$ cat src/rtl/tick_delay_pkg.sv
// ============================================================================
// Module      : tick_delay_pkg
// Description : Shared types, default sizing and the delay clamp helper for
//               the tick-delay timer.
//               Contents: delay_t (delay field type), DEFAULT_MAX_DELAY,
//               DEFAULT_RESET_DELAY, DELAY_W, clamp_delay().
// Revision    : 1.0 - initial release
// ============================================================================
`default_nettype none

package tick_delay_pkg;

  localparam int unsigned DEFAULT_MAX_DELAY   = 64;
  localparam int unsigned DEFAULT_RESET_DELAY = 4;
  localparam int unsigned DELAY_W             = $clog2(DEFAULT_MAX_DELAY + 1);

  typedef logic [DELAY_W-1:0] delay_t;

  // Forces a requested delay into the legal range 1..max_d.
  function automatic delay_t clamp_delay(input delay_t d, input delay_t max_d);
    if (d == '0) begin
      return delay_t'(1);
    end
    if (d > max_d) begin
      return max_d;
    end
    return d;
  endfunction

endpackage

`default_nettype wire

$ cat src/rtl/tick_delay_if.sv
// ============================================================================
// Module      : tick_delay_if
// Description : Signal bundle between the pulse source (master) and the
//               tick-delay timer (slave).
//               master drives : timer_input, delay, delay_load
//               slave drives  : timer_output, busy, delay_active
// Revision    : 1.0 - initial release
// ============================================================================
`default_nettype none

interface tick_delay_if;
  import tick_delay_pkg::*;

  logic   timer_input;
  delay_t delay;
  logic   delay_load;
  logic   timer_output;
  logic   busy;
  delay_t delay_active;

  modport master (
    output timer_input,
    output delay,
    output delay_load,
    input  timer_output,
    input  busy,
    input  delay_active
  );

  modport slave (
    input  timer_input,
    input  delay,
    input  delay_load,
    output timer_output,
    output busy,
    output delay_active
  );

endinterface

`default_nettype wire

$ cat src/rtl/bit_ring_buffer.sv
// ============================================================================
// Module      : bit_ring_buffer
// Description : Circular buffer of DEPTH single-bit samples. One bit is
//               written per clock; rd_bit presents the sample taken
//               (offset-1) clocks before the one being written now.
//               Ports: clk, rst_n (async, active low), wr_bit (sample in),
//               offset (delay in ticks, 1..DEPTH), rd_bit (delayed sample,
//               combinational, registered by the parent).
// Revision    : 1.0 - initial release
// ============================================================================
`default_nettype none

module bit_ring_buffer #(
  parameter int unsigned DEPTH = 64,
  parameter int unsigned OFF_W = $clog2(DEPTH + 1)
) (
  input  logic             clk,
  input  logic             rst_n,
  input  logic             wr_bit,
  input  logic [OFF_W-1:0] offset,
  output logic             rd_bit
);

  localparam int unsigned PTR_W = $clog2(DEPTH);
  // One extra bit so wp + DEPTH + 1 - offset never underflows.
  localparam int unsigned IDX_W = OFF_W + 1;

  logic [DEPTH-1:0] r_mem;
  logic [PTR_W-1:0] r_wp;
  logic [IDX_W-1:0] w_sum;
  logic [PTR_W-1:0] w_rd_ptr;
  logic             w_direct;

  // offset 1 means the sample being written is the one to present, so it
  // bypasses storage entirely.
  assign w_direct = (offset <= OFF_W'(1));

  always_comb begin
    w_sum    = IDX_W'(r_wp) + IDX_W'(DEPTH + 1) - IDX_W'(offset);
    w_rd_ptr = PTR_W'((w_sum >= IDX_W'(DEPTH)) ? (w_sum - IDX_W'(DEPTH)) : w_sum);
  end

  assign rd_bit = w_direct ? wr_bit : r_mem[w_rd_ptr];

  // A slot is zeroed once its sample has been handed out, so every slot
  // outside the live window holds 0. That keeps a later increase of the
  // delay from resurrecting pulses that were already delivered.
  always_ff @(posedge clk or negedge rst_n) begin
    if (!rst_n) begin
      r_mem <= '0;
      r_wp  <= '0;
    end else begin
      if (!w_direct) begin
        r_mem[w_rd_ptr] <= 1'b0;
      end
      r_mem[r_wp] <= w_direct ? 1'b0 : wr_bit;
      r_wp        <= (r_wp == PTR_W'(DEPTH - 1)) ? '0 : (r_wp + PTR_W'(1));
    end
  end

endmodule

`default_nettype wire

$ cat src/rtl/tick_delay_timer.sv
// ============================================================================
// Module      : tick_delay_timer
// Description : Programmable tick-delay timer. timer_output reproduces
//               timer_input delayed by delay_active clock ticks. New delays
//               are applied only while no 1 is in flight, so pulses are
//               never lost or duplicated.
//               Ports: clk, rst_n (async assert, active low),
//               bus (slave): timer_input, delay, delay_load in;
//                            timer_output, busy, delay_active out.
// Revision    : 1.0 - initial release
// ============================================================================
`default_nettype none

module tick_delay_timer
  import tick_delay_pkg::*;
#(
  parameter int unsigned MAX_DELAY   = DEFAULT_MAX_DELAY,
  parameter int unsigned RESET_DELAY = DEFAULT_RESET_DELAY
) (
  input  logic         clk,
  input  logic         rst_n,
  tick_delay_if.slave  bus
);

  delay_t r_delay_active;
  delay_t r_pending_val;
  delay_t r_ones;
  logic   r_pending;
  logic   r_out;
  logic   r_busy;

  delay_t w_req;
  delay_t w_ones_next;
  delay_t w_active_next;
  delay_t w_pending_val_next;
  logic   w_pending_next;
  logic   w_busy_next;
  logic   w_quiet;
  logic   w_ring_bit;

  bit_ring_buffer #(
    .DEPTH (MAX_DELAY),
    .OFF_W (DELAY_W)
  ) u_ring (
    .clk    (clk),
    .rst_n  (rst_n),
    .wr_bit (bus.timer_input),
    .offset (r_delay_active),
    .rd_bit (w_ring_bit)
  );

  assign w_req = clamp_delay(bus.delay, delay_t'(MAX_DELAY));

  always_comb begin
    // The sample leaving the window on this edge is exactly the one that
    // is on the output right now.
    w_ones_next = r_ones;
    if (bus.timer_input && !r_out && (r_ones != r_delay_active)) begin
      w_ones_next = r_ones + delay_t'(1);
    end else if (!bus.timer_input && r_out && (r_ones != '0)) begin
      w_ones_next = r_ones - delay_t'(1);
    end

    // Window empty and nothing entering: safe point to switch delay.
    w_quiet = (r_ones == '0) && !bus.timer_input;

    w_active_next      = r_delay_active;
    w_pending_next     = r_pending;
    w_pending_val_next = r_pending_val;

    if (bus.delay_load) begin
      if (w_req == r_delay_active) begin
        w_pending_next = 1'b0;
      end else if (!r_busy && !bus.timer_input) begin
        w_active_next  = w_req;
        w_pending_next = 1'b0;
      end else begin
        w_pending_next     = 1'b1;
        w_pending_val_next = w_req;
      end
    end else if (r_pending && w_quiet) begin
      w_active_next  = r_pending_val;
      w_pending_next = 1'b0;
    end

    w_busy_next = (w_ones_next != '0) || w_pending_next;
  end

  always_ff @(posedge clk or negedge rst_n) begin
    if (!rst_n) begin
      r_delay_active <= delay_t'(RESET_DELAY);
      r_pending_val  <= delay_t'(RESET_DELAY);
      r_pending      <= 1'b0;
      r_ones         <= '0;
      r_out          <= 1'b0;
      r_busy         <= 1'b0;
    end else begin
      r_delay_active <= w_active_next;
      r_pending_val  <= w_pending_val_next;
      r_pending      <= w_pending_next;
      r_ones         <= w_ones_next;
      r_out          <= w_ring_bit;
      r_busy         <= w_busy_next;
    end
  end

  assign bus.timer_output = r_out;
  assign bus.busy         = r_busy;
  assign bus.delay_active = r_delay_active;

endmodule

`default_nettype wire

$ cat src/flat_wrapper.sv
// flat-port wrapper written by rule: the top's interface ports become plain ports
module tick_delay_timer_flat import tick_delay_pkg::*;
#(
  parameter int unsigned MAX_DELAY   = DEFAULT_MAX_DELAY,
  parameter int unsigned RESET_DELAY = DEFAULT_RESET_DELAY
)
  (clk, rst_n, bus_timer_input, bus_delay, bus_delay_load, bus_timer_output, bus_busy, bus_delay_active);
  tick_delay_if bus_i ();
  input  logic clk;
  input  logic rst_n;
  input wire logic [$bits(bus_i.timer_input)-1:0] bus_timer_input;
  input wire logic [$bits(bus_i.delay)-1:0] bus_delay;
  input wire logic [$bits(bus_i.delay_load)-1:0] bus_delay_load;
  output wire logic [$bits(bus_i.timer_output)-1:0] bus_timer_output;
  output wire logic [$bits(bus_i.busy)-1:0] bus_busy;
  output wire logic [$bits(bus_i.delay_active)-1:0] bus_delay_active;
  assign bus_i.timer_input = bus_timer_input;
  assign bus_i.delay = bus_delay;
  assign bus_i.delay_load = bus_delay_load;
  assign bus_timer_output = bus_i.timer_output;
  assign bus_busy = bus_i.busy;
  assign bus_delay_active = bus_i.delay_active;
  tick_delay_timer #(.MAX_DELAY(MAX_DELAY), .RESET_DELAY(RESET_DELAY)) u_core (.clk(clk), .rst_n(rst_n), .bus(bus_i));
endmodule
$ cat config.mk
export PLATFORM = sky130hd
export DESIGN_NAME = tick_delay_timer_flat
export DESIGN_NICKNAME = d
export VERILOG_FILES = /design/src/rtl/tick_delay_pkg.sv /design/src/rtl/tick_delay_if.sv /design/src/rtl/bit_ring_buffer.sv /design/src/rtl/tick_delay_timer.sv /design/src/flat_wrapper.sv
export SDC_FILE = /design/constraint.sdc
export NUM_CORES = 1
export LEC_CHECK = 0
export BUFFER_PORTS_ARGS = -buffer_cell sky130_fd_sc_hd__buf_4
export CAP_MARGIN = 20
export CORE_MARGIN = 1
export CORE_UTILIZATION = 55
export DETAILED_ROUTE_END_ITERATION = 8
export PLACE_DENSITY = 0.8
export SYNTH_ARGS = -nofsm -noshare
export SYNTH_HDL_FRONTEND = slang
export SYNTH_SLANG_ARGS = --single-unit
$ cat constraint.sdc
create_clock -name clk -period 4.1 [get_ports clk]
set_input_delay 0.205 -clock clk [delete_from_list [all_inputs] [get_ports clk]]
set_output_delay 0.205 -clock clk [all_outputs]
set_load 0.02 [all_outputs]
# After elaboration in Yosys (flattened, before gate mapping)
# Cells that the tools add are included.
# word_totals
word_cells	79
input_bits	11
register_bits	94
# classes
add_sub_neg	6
bitwise	4
n_eq_ne	5
n_reduce_logical	20
muxes	29
magnitude_cmp	7
# op_table
op	count
$mux W7	10
$and A64 B64 Y64	1
$bwmux W64	1
$mux W64	1
$not A64 Y64	1
$logic_not A7 Y1	2
$lt A6 B7 Y1 const B	2
$reduce_bool A7 Y1	2
$demux W1 S6	2
$ge A6 B1 Y1 const B	2
$mux W1	12
$mux W6	2
$logic_and A1 B1 Y1	9
$add A6 B7 Y8 const B	1
$ge A8 B7 Y1 const B	1
$sub A8 B7 Y8	1
$add A7 B1 Y7 const B	1
$eq A7 B7 Y1	1
$gt A7 B7 Y1 const B	1
$le A7 B1 Y1 const B	1
$ne A7 B7 Y1	1
$sub A7 B1 Y7 const B	1
$add A6 B1 Y6 const B	1
$bmux W1 S6	1
9 further kinds	13

# Depth between registers and ports, before layout
# depth
depth_word	12
mapped_depth	14

# Hierarchy
# From an unflattened synthesis, not the netlist that was laid out.
# unflattened
cells_unflattened	576
hier_area_um2	5680.4
# by_module_without_submodules
module	instances	seq_area_each_um2	cells_per_inst	area_per_inst_um2
bit_ring_buffer	1	1751.7	411	4061.4
tick_delay_timer	1	603.1	165	1619.1

# Least setup slack after synthesis
# OpenSTA, ideal clock, no wires.
# synth_path
path_kind	register -> register
start	reg u_core.u_ring.r_wp[1]
end	reg u_core.u_ring.r_mem[23]
synth_period_minus_slack_ns	3.073
slack_ns	1.027
stages_incl_launch_ff	13
n_path_buf	4
arrival_time_ns	2.939
path_cell_list	dfrtp_1 clkbuf_1 inv_1 ha_1 inv_1 ha_1 fa_1 buf_2 buf_2 buf_1 nand4_1 o211ai_1 o21ai_0
# synth_via
elab_chain_cells	12
elab_cells_between_ends	19
classes_between	3 x add/sub; 5 x order compare; 7 x mux; 2 x bitwise; 2 x reduce/logical
# synth_lines
item	line_no	source
from (decl)	bit_ring_buffer.sv:29	logic [PTR_W-1:0] r_wp;
from (signal assigned)	bit_ring_buffer.sv:57	r_wp <= (r_wp == PTR_W'(DEPTH - 1)) ? '0 : (r_wp + PTR_W'(1));
$add A6 B7 Y8	bit_ring_buffer.sv:39	w_sum = IDX_W'(r_wp) + IDX_W'(DEPTH + 1) - IDX_W'(offset);
$sub A8 B7 Y8	bit_ring_buffer.sv:39	
$ge A8 B7 Y1 or $sub A6 B1 Y6 (tied branches)	bit_ring_buffer.sv:40	w_rd_ptr = PTR_W'((w_sum >= IDX_W'(DEPTH)) ? (w_sum - IDX_W'(DEPTH)) : w_sum);
$mux W6	bit_ring_buffer.sv:40	
$lt A6 B7 Y1 (not written as such) or $ge A6 B1 Y1 (tied branches)	bit_ring_buffer.sv:54	r_mem[w_rd_ptr] <= 1'b0;
$logic_and A1 B1 Y1 (not written as such)	bit_ring_buffer.sv:54	
$mux W1 (not written as such)	bit_ring_buffer.sv:54	
$demux W1 S6	bit_ring_buffer.sv:54	
$not A64 Y64 (no source line)	--	
$and A64 B64 Y64 (no source line)	--	
$mux W64	bit_ring_buffer.sv:53	if (!w_direct) begin
$bwmux W64 *	bit_ring_buffer.sv:56	r_mem[r_wp] <= w_direct ? 1'b0 : wr_bit;
to (signal, indexed assignment)	bit_ring_buffer.sv:56	
to (decl)	bit_ring_buffer.sv:28	logic [DEPTH-1:0] r_mem;
# Mark *: on every way between the ends. The rest lies on a longest branch, timed or not.
# A chain may end at the register's enable or synchronous reset.

# Worst setup path after layout
# layout_path
start	reg u_core.u_ring.r_wp[1]
end	reg u_core.u_ring.r_mem[57]
# The elaborated chain is that of the path after synthesis.

==> reports/results.ini <==
[outcome]
run_status=complete, no violations

[global_route]
via_count_of_the_first_global_routing_pass=4941
grt_max_degree=66
grt_overflow_total=0
grt_antenna_before_repair=0
global_route_wire_length_before_repair_um=24900
grt_usage=0.292

[cts]
cts_buffer_depth=2
clock_latency_ps=370
postCtsResizedCells=0
root_buffer=clkbuf_8
cts_made_buffers=9
clk_pin_slew_ps=100
clkSinkCount=94
cts_tree=yes
htree_levels=3

[route]
post_drt_via_cell_ratio=6.70
initialDrtViolationCount=454
antenna_violating_nets_post_route=0
routed_wirelength_um=15200
drt_first_pass_iters=6
residual_drc=0
vias=5050
wl_per_cell_um=20.2

[timing]
worst_clock_skew_ps=12.2
rsz0062_at_grt=no
final.period_utilization=0.828
slew-limit-headroom=0.334
final_worst_slack_ps=705
layout_min_cycle_time_ps=3400
max_freq_ghz=0.295
max_slew.worst_pin.slew_ps=997
fin_setup_tns_ps=0
finalMaxSlewViolations=0
final-setup-viol-count=0
timing.final.hold_violations=0

[hold_path]
worst_hold_startpoint=bus_timer_input
min-delay-path-class=primary input to register
hold-path-cell-count=3
hold-path-endpoint=u_core.bus.timer_output

[pwr]
worst_ir_drop_vdd_mv=0.387
power_density_nw_per_um2=668
total_leakage_power_nw=2.53
totalPowerFinal_w=0.00416

[worst_setup_path]
critPathArrivalTime_ps=3620
worst_r2r_endpoint=u_core.u_ring.r_mem[57]
rr_worst_depth=10
critical_path.startpoint_type=register
worst_setup_path_startpoint=u_core.u_ring.r_wp[1]
maximum_fanout_count_along_the_critical_path=12
critical_path.endpoint_type=register
worst_path_class_setup=register to register
rrSetupSlack_ps=700
timing.rr.start=u_core.u_ring.r_wp[1]
worst_ep_required_time_ps=4330

[floorplanning]
std_cell_rows=36
floorplan.initialDensity=0.576
placeableCoreArea_um2=9950
floorplan.die.width_um=104
design.die.area_um2=10800
floorplan.io_pins=20
die_h_um=104

[layout]
most_common_cell_after_layout_fill_and_taps_aside=dfrtp_1
layout_common_cells=92 x dfrtp_1, 88 x nand2_1, 70 x o21ai_0
finish.net_count=641
fillerInstances=840
final_layout_size_suffix_gt1_frac=0.137
area_growth_pct=8.63
antenna_cells=0

[logic_synthesis]
synth_sequential_area_ratio=0.411
post_synth_num_cell_types=63
synth-seq-cells=94
synth_enable_flop_cells=0
syn-mean-instance-area_um2=9.49
synth_async_sr_flop_share=1.00
synthFlopType=dfrtp_1
synthesis.nets=629
yosys_warnings=0
post_synthesis_instance_area_um2=5730
syn-instance-count=604

[job]
maxCapViolations=0

[place]
port_buffers=19
dp_hpwl_um=10400
final_estimated_routing_congestion_in_global_placement=0.902
place_worst_setup_slack_ps=741

==> cell type report <==
cell class                 instances  area (um2)  share of cell area
clock inverter                     6        57.6             0.00925
sequential                        94        2350               0.378
inverter                          23        86.3              0.0139
clock buffer                      10         138              0.0221
multi-input combinational        455        3170               0.509
tap                              133         166              0.0267
timing repair buffer              33         250              0.0402
==> power by group <==
group	internal, W	leakage, nW	switching [W]	total (W)
logic	0.000852	1.27	0.00116	0.00201
registers	0.00124	1.15	0.000287	0.00153
clock network	0.000254	0.102	0.000367	0.000620
==> Yosys cell counts, types with 3 or more instances <==
library cell  number  area, um2
dfrtp_1           92       2300
nand2_1           88        330
o21ai_0           70        350
o211ai_1          55        413
mux2i_1           29        290
inv_1             23       86.3
nor2_1            21       78.8
clkbuf_1          20       75.1
nand3_1           16       80.1
xnor2_1           16        140
ha_1              13        163
nand2b_1          13       81.3
a21oi_1           12       60.1
mux4_2            10        225
mux2_2             8       90.1
nor2b_1            8       50.1
nor3b_1            8       60.1
nor3_1             7       35.0
a211oi_1           6       45.0
and3_1             6       37.5
buf_1              6       22.5
a31oi_1            5       31.3
buf_2              5       25.0
nand4_1            5       31.3
or2_2              5       31.3
o2111ai_1          4       35.0
mux2_4             3       45.0
nor4_1             3       18.8
==> critical path: stages (launching register included) <==
cell     delay [ps]
dfrtp_1         500
inv_1           130
ha_1            290
inv_1            40
ha_1            210
fa_1            690
buf_4           310
a21oi_1         260
nand2_1         360
o21ai_0         330
mux2i_1         120
==> worst max-delay path by stage <==
stage	end	slack (ps)
global route	u_core.bus.timer_output	460
CTS	u_core.u_ring.r_mem[18]	750
floorplan	u_core.u_ring.r_mem[23]	1030
detailed placement	u_core.u_ring.r_mem[18]	740
global placement	u_core.bus.timer_output	850
finish	u_core.u_ring.r_mem[57]	700
==> what timing repair did <==
action,in CTS,in global routing
hold endpoints to repair,62,0
buffers inserted,0,0
hold buffers,1,0
==> layer usage <==
| layer | track usage | vias up | share of wire |
|---|---|---|---|
| li1 | - | 2238 | - |
| met2 | 0.472 | 236 | 0.47 |
| met1 | 0.372 | 2510 | 0.40 |
| met3 | 0.0508 | 66 | 0.077 |
| met4 | 0.163 | 0 | 0.050 |
| met5 | 0 | - | 0 |
==> flip-flops by register name (all words and copies together), names as in the netlist <==
| register | cells |
|---|---|
| u_core.r_pending_val | 7 |
| u_core.bus.timer_output | 1 |
| u_core.bus.busy | 1 |
| u_core.r_pending | 1 |
| u_core.bus.delay_active | 7 |
| u_core.u_ring.r_mem | 64 |
| u_core.u_ring.r_wp | 6 |
| u_core.r_ones | 7 |
==> through the flow <==
stage | instances | hold WS, ps | instance area [um2] | utilization
floorplan | 604 | -90.6 | 5730 | -
global route | 754 | 191 | 6220 | 0.625
global placement | 737 | 349 | 6020 | 0.605
detailed placement | 737 | 367 | 6020 | 0.605
finish | 754 | 187 | 6220 | 0.625
CTS | 754 | 173 | 6220 | 0.625
==> cell families (layout without fill, tap and decap cells) <==
family | after synthesis | in the layout | synth area share
compound gates | 180 | 180 | 0.210
xor+xnor | 19 | 19 | 0.0317
fa+ha+maj | 14 | 14 | 0.0319
buf+inv | 55 | 72 | 0.0373
flops | 94 | 94 | 0.411
mux | 50 | 50 | 0.114
simple gates | 192 | 192 | 0.165
Power figures use the tool's default switching activity.
